## config.mk

```make
export PLATFORM = sky130hd
export DESIGN_NAME = gray_decode_monitor
export DESIGN_NICKNAME = d
export VERILOG_FILES = /design/src/rtl/gray_decode_monitor.sv
export SDC_FILE = /design/constraint.sdc
export NUM_CORES = 1
export LEC_CHECK = 0
export ABC_AREA = 1
export BUFFER_PORTS_ARGS = -buffer_cell sky130_fd_sc_hd__buf_2
export CORE_UTILIZATION = 40
export CTS_CLUSTER_DIAMETER = 50
export DETAILED_ROUTE_END_ITERATION = 10
export GPL_ROUTABILITY_DRIVEN = 0
export PLACE_DENSITY = 0.63
export SLEW_MARGIN = 20
export SYNTH_ARGS = -nofsm -noshare
export SYNTH_HDL_FRONTEND = slang
export SYNTH_SLANG_ARGS = --single-unit
export TNS_END_PERCENT = 50
```

## constraint.sdc

```tcl
create_clock -name clk -period 6.9 [get_ports clk]
set_input_delay 0 -clock clk [delete_from_list [all_inputs] [get_ports clk]]
set_output_delay 0 -clock clk [all_outputs]
set_load 0.005 [all_outputs]
```

## src/rtl/gray_decode_monitor.sv

```systemverilog
// gray_decode_monitor
//   Decode-and-check end of a Gray-coded count path. A qualified Gray sample
//   is captured in stage 1, decoded to binary and classified against the last
//   valid sample in stage 2, and tracked by an IDLE/TRACK/LOCKED monitor plus a
//   saturating error counter.
//
// Ports
//   clk        rising-edge clock
//   reset_n    synchronous active-low reset
//   enable     sample qualifier for gray_in
//   gray_in    Gray-coded count, WIDTH bits
//   clear_err  synchronous clear of err_count
//   bin_out    registered decoded binary value
//   bin_valid  one-cycle pulse, bin_out carries a new sample
//   step_ok    with bin_valid: sample is previous + 1 (mod 2^WIDTH)
//   step_err   with bin_valid: sample is neither previous nor previous + 1
//   locked     registered decode of the LOCKED state
//   err_count  saturating count of step_err pulses; it counts the step_err
//              output, so it moves on the edge after the pulse is visible
//              and clear_err in that same cycle leaves it at 1
module gray_decode_monitor #(
    parameter int unsigned WIDTH      = 8,
    parameter int unsigned LOCK_COUNT = 4,
    parameter int unsigned ERR_W      = 8
) (
    input  logic             clk,
    input  logic             reset_n,
    input  logic             enable,
    input  logic [WIDTH-1:0] gray_in,
    input  logic             clear_err,
    output logic [WIDTH-1:0] bin_out,
    output logic             bin_valid,
    output logic             step_ok,
    output logic             step_err,
    output logic             locked,
    output logic [ERR_W-1:0] err_count
);

    localparam int unsigned RunW = (LOCK_COUNT < 2) ? 1 : $clog2(LOCK_COUNT + 1);
    localparam logic [RunW-1:0] RunLast = RunW'(LOCK_COUNT - 1);
    localparam logic [ERR_W-1:0] ErrMax = '1;

    typedef enum logic [1:0] {
        StIdle,
        StTrack,
        StLocked
    } state_e;

    // Stage 1
    logic [WIDTH-1:0] g1_q, g1_d;
    logic             v1_q, v1_d;

    // Stage 2 / outputs
    logic [WIDTH-1:0] bin_q, bin_d;
    logic             valid_q, valid_d;
    logic             ok_q, ok_d;
    logic             err_q, err_d;
    logic             locked_q, locked_d;
    logic [ERR_W-1:0] cnt_q, cnt_d;

    // Monitor state
    logic [WIDTH-1:0] ref_q, ref_d;
    state_e           state_q, state_d;
    logic [RunW-1:0]  run_q, run_d;

    // Combinational decode and classification
    logic [WIDTH-1:0] bin_dec;
    logic [WIDTH-1:0] delta;
    logic             class_ok;
    logic             class_err;

    // Stage 1: an idle cycle keeps the captured sample; only the valid bit drops.
    always_comb begin
        v1_d = enable;
        g1_d = enable ? gray_in : g1_q;
    end

    // MSB passes through; each lower bit is the XOR of all Gray bits above and at it.
    always_comb begin
        bin_dec = '0;
        bin_dec[WIDTH-1] = g1_q[WIDTH-1];
        for (int i = int'(WIDTH) - 2; i >= 0; i--) begin
            bin_dec[i] = bin_dec[i+1] ^ g1_q[i];
        end
    end

    // Modular difference handles the 2^WIDTH-1 -> 0 wrap as a +1 step.
    always_comb begin
        delta     = bin_dec - ref_q;
        class_ok  = 1'b0;
        class_err = 1'b0;
        if (v1_q && (state_q != StIdle)) begin
            class_ok  = (delta == WIDTH'(1));
            class_err = (delta != WIDTH'(1)) && (delta != '0);
        end
    end

    // Monitor FSM, advanced only on edges that register a valid sample.
    always_comb begin
        state_d = state_q;
        run_d   = run_q;
        if (v1_q) begin
            unique case (state_q)
                StIdle: begin
                    state_d = StTrack;
                    run_d   = '0;
                end
                StTrack: begin
                    if (class_ok) begin
                        if (run_q == RunLast) begin
                            state_d = StLocked;
                            run_d   = '0;
                        end else begin
                            run_d = run_q + RunW'(1);
                        end
                    end else if (class_err) begin
                        run_d = '0;
                    end
                end
                StLocked: begin
                    if (class_err) begin
                        state_d = StTrack;
                        run_d   = '0;
                    end
                end
                default: begin
                    state_d = StIdle;
                    run_d   = '0;
                end
            endcase
        end
    end

    // Stage 2 registers and the reference follow every valid sample, errors included.
    always_comb begin
        bin_d    = v1_q ? bin_dec : bin_q;
        ref_d    = v1_q ? bin_dec : ref_q;
        valid_d  = v1_q;
        ok_d     = class_ok;
        err_d    = class_err;
        locked_d = (state_q == StLocked);
    end

    // Error counter counts registered step_err pulses; a clear coinciding with
    // a pulse keeps that one error.
    always_comb begin
        cnt_d = cnt_q;
        if (clear_err) begin
            cnt_d = err_q ? ERR_W'(1) : '0;
        end else if (err_q && (cnt_q != ErrMax)) begin
            cnt_d = cnt_q + ERR_W'(1);
        end
    end

    always_ff @(posedge clk) begin
        if (!reset_n) begin
            g1_q     <= '0;
            v1_q     <= 1'b0;
            bin_q    <= '0;
            valid_q  <= 1'b0;
            ok_q     <= 1'b0;
            err_q    <= 1'b0;
            locked_q <= 1'b0;
            cnt_q    <= '0;
            ref_q    <= '0;
            state_q  <= StIdle;
            run_q    <= '0;
        end else begin
            g1_q     <= g1_d;
            v1_q     <= v1_d;
            bin_q    <= bin_d;
            valid_q  <= valid_d;
            ok_q     <= ok_d;
            err_q    <= err_d;
            locked_q <= locked_d;
            cnt_q    <= cnt_d;
            ref_q    <= ref_d;
            state_q  <= state_d;
            run_q    <= run_d;
        end
    end

    assign bin_out   = bin_q;
    assign bin_valid = valid_q;
    assign step_ok   = ok_q;
    assign step_err  = err_q;
    assign locked    = locked_q;
    assign err_count = cnt_q;

endmodule

```

==> impl_metrics.toml <==
[grt]
antenna_found_initial = 0
grt_pass1_vias = 1710
grt_pass1_wl_um = 7430
grt_max_degree = 22
grt-ovfl-total = 0
track_usage = 0.176

[sta]
timing.hold.ws_ns = 0.00489
clock_skew_ns = 0.00836
fin_crit_sh = 0.510
tightest_slew_ns = 0.562
hold_viol = 0
max_freq_mhz = 284
drv_slew = 0
fin_setup_tns_ns = 0
rsz0062_at_grt = "false"
relSlewSlack = 0.625
setup_viol = 0
min_period_ns = 3.52

[power_and_ir_drop]
p_leak_nw = 1.27
clkPwrFrac = 0.261
ir_drop_mv = 0.114
power_frac_comb = 0.343
swShare = 0.362
p_int_uw = 346
power_frac_seq = 0.396
power_density_nw_per_um2 = 220
p_switching_uw = 196

[floorplanning]
num_io_pins = 32
die_h_um = 74.6
die_x_um = 74.6
dieArea_um2 = 5560
initial_core_util = 0.415
fp-row-count = 26
core_um2 = 5070

[placement]
dp_hpwl_um = 3300
place_area_um2 = 2310
numPortBuffers = 31

[cells_and_area]
area_growth_pct = 17.0
postLayoutCellArea_um2 = 2460
drive_gt1_frac = 0.173
fin_nets = 378
final_cell_mix = "nand2_1, inv_1, dfxtp_1"
layout.cells.most_common = "nand2_1"
antenna_cells = 0

[critical_path]
r2r_cells = 28
arrival_ns = 3.69
crit_path_end_kind = "flip-flop"
startpoint_type = "flip-flop"
worstPathRequired_ns = 7.07
path_max_fanout = 4
worst-setup-path-type = "flip-flop to flip-flop"
slowest_delay_ns = 0.43
crit_slowest_cell = "fa_1"
path_common_cell = "nand2_2"

[cts]
cts_buffers = 5
clkTransAtPathRegs_ns = 0.07
cts_tree = "yes"
clockBufferDepth = 2
h-tree-depth = 2
clockRootBuffer = "clkbuf_8"
insertion_delay_ns = 0.29
cts_sinks = 34
post_cts_resized = 0

[routing]
post_drt_wl_per_cell_um = 10.4
num_vias = 1940
drc_errors = 0
wl_met1_um = 2260
viasPerCell = 4.60
wl_met3_um = 163
routed_wl_um = 4380
drtAntennaViolNets = 0
drt-initial-drc-count = 62
firstDrtPassIters = 4
wl_met2_um = 1890
routed.top_layer = "met4"

[yosys]
synth_top_area_share = 0.323
ys.warnings.count = 0
ys_seq_elements = 34
syn_avg_cell_area_um2 = 6.75
yosysSeqAreaShare = 0.323
synth_area_leaders = "dfxtp_1, nand2_1, inv_1"
yosysTopAreaCell = "dfxtp_1"
yosysUniqueCellTypes = 31
syn_area_um2 = 2110
syn_nets = 338
synth_cells = 312

[run_status]
status = "finished, final reports clean"

[min_path]
hold_depth = 4
hold_class = "primary input to flip-flop"

[job]
drv_cap = 0
==> kinds of logic after synthesis <==
kind of cell | Yosys count | synth area share
AO/OA/AOI/OAI | 52 | 0.130
XOR/XNOR | 3 | 0.0214
buffers and inverters | 68 | 0.135
AND/OR/NAND/NOR | 141 | 0.303
adder cells (fa/ha/maj) | 14 | 0.0868
flip-flops | 34 | 0.323
==> metal layers <==
layer / vias to the layer above / GRT usage
met5: - / 0
met4: 0 / 0.0650
met3: 6 / 0.0474
met2: 29 / 0.278
met1: 848 / 0.230
li1: 1057 / -
==> per-stage QoR <==
| step | std cells | utilization | setup WS, ns | total power, mW |
|---|---|---|---|---|
| 2_1_floorplan | 312 | - | 3.77 | 0.366 |
| 3_3_place_gp | 408 | 0.456 | 3.49 | 0.398 |
| 3_5_place_dp | 408 | 0.456 | 3.38 | 0.400 |
| 4_1_cts | 422 | 0.485 | 3.38 | 0.546 |
| 5_1_grt | 422 | 0.485 | 2.95 | 0.584 |
| 6_report | 422 | 0.485 | 3.38 | 0.543 |
==> power by group through the flow <==
stage | registers [mW] | clock network, mW | logic [mW]
after floorplan | 0.217 | 0 | 0.148
after global placement | 0.219 | 0 | 0.179
after detailed placement | 0.219 | 0 | 0.181
after CTS | 0.215 | 0.146 | 0.185
after global routing | 0.216 | 0.152 | 0.216
final | 0.215 | 0.142 | 0.186
==> registers in the layout (all words and copies together), names as in the netlist <==
signal,count
state_q,2
step_ok,1
locked,1
step_err,1
g1_q,8
ref_q,8
bin_valid,1
err_count,8
v1_q,1
run_q,3
==> synth_stat cells, drive strengths merged <==
master    n
a21oi    31
nand3    23
and3      1
fa        1
inv      61
nand4     5
dfxtp    34
nand2    85
nor2     22
ha       13
and2      1
xor2      3
buf       3
a2bb2oi   1
bufinv    1
nor3      2
a211oi    1
clkbuf    2
nand3b    1
nor3b     1
o21ai    19
clkinv    1
==> critical path, delay by kind of cell, from the launching register on <==
kind	cells	cell delay (ns)
simple gates	21	1.89
xor+xnor	1	0.17
flops	1	0.33
buf+inv	2	0.22
compound gates	2	0.18
fa+ha+maj	2	0.60
==> path summary, 6_finish.rpt <==
kind             start            to  slack, ns
max reg2reg    g1_q[7]      run_q[2]       3.38
min reg2reg    g1_q[4]       g1_q[4]       0.49
max            g1_q[7]      run_q[2]       3.38
min          clear_err  err_count[1]      0.005
==> what timing repair did <==
action / CTS / global route
hold endpoints to repair: 7 / 0
hold buffers: 7 / 0
buffers inserted: 0 / 0
==> final cells by class <==
| type | count | area [um2] |
|---|---|---|
| timing repair buffer | 38 | 225 |
| inverter | 63 | 250 |
| tap | 70 | 87.6 |
| clock buffer | 6 | 72.6 |
| multi-input combinational | 210 | 1140 |
| clock inverter | 1 | 7.51 |
| fill | 538 | 2610 |
| sequential | 34 | 681 |
(Power assumes the default switching activity.)
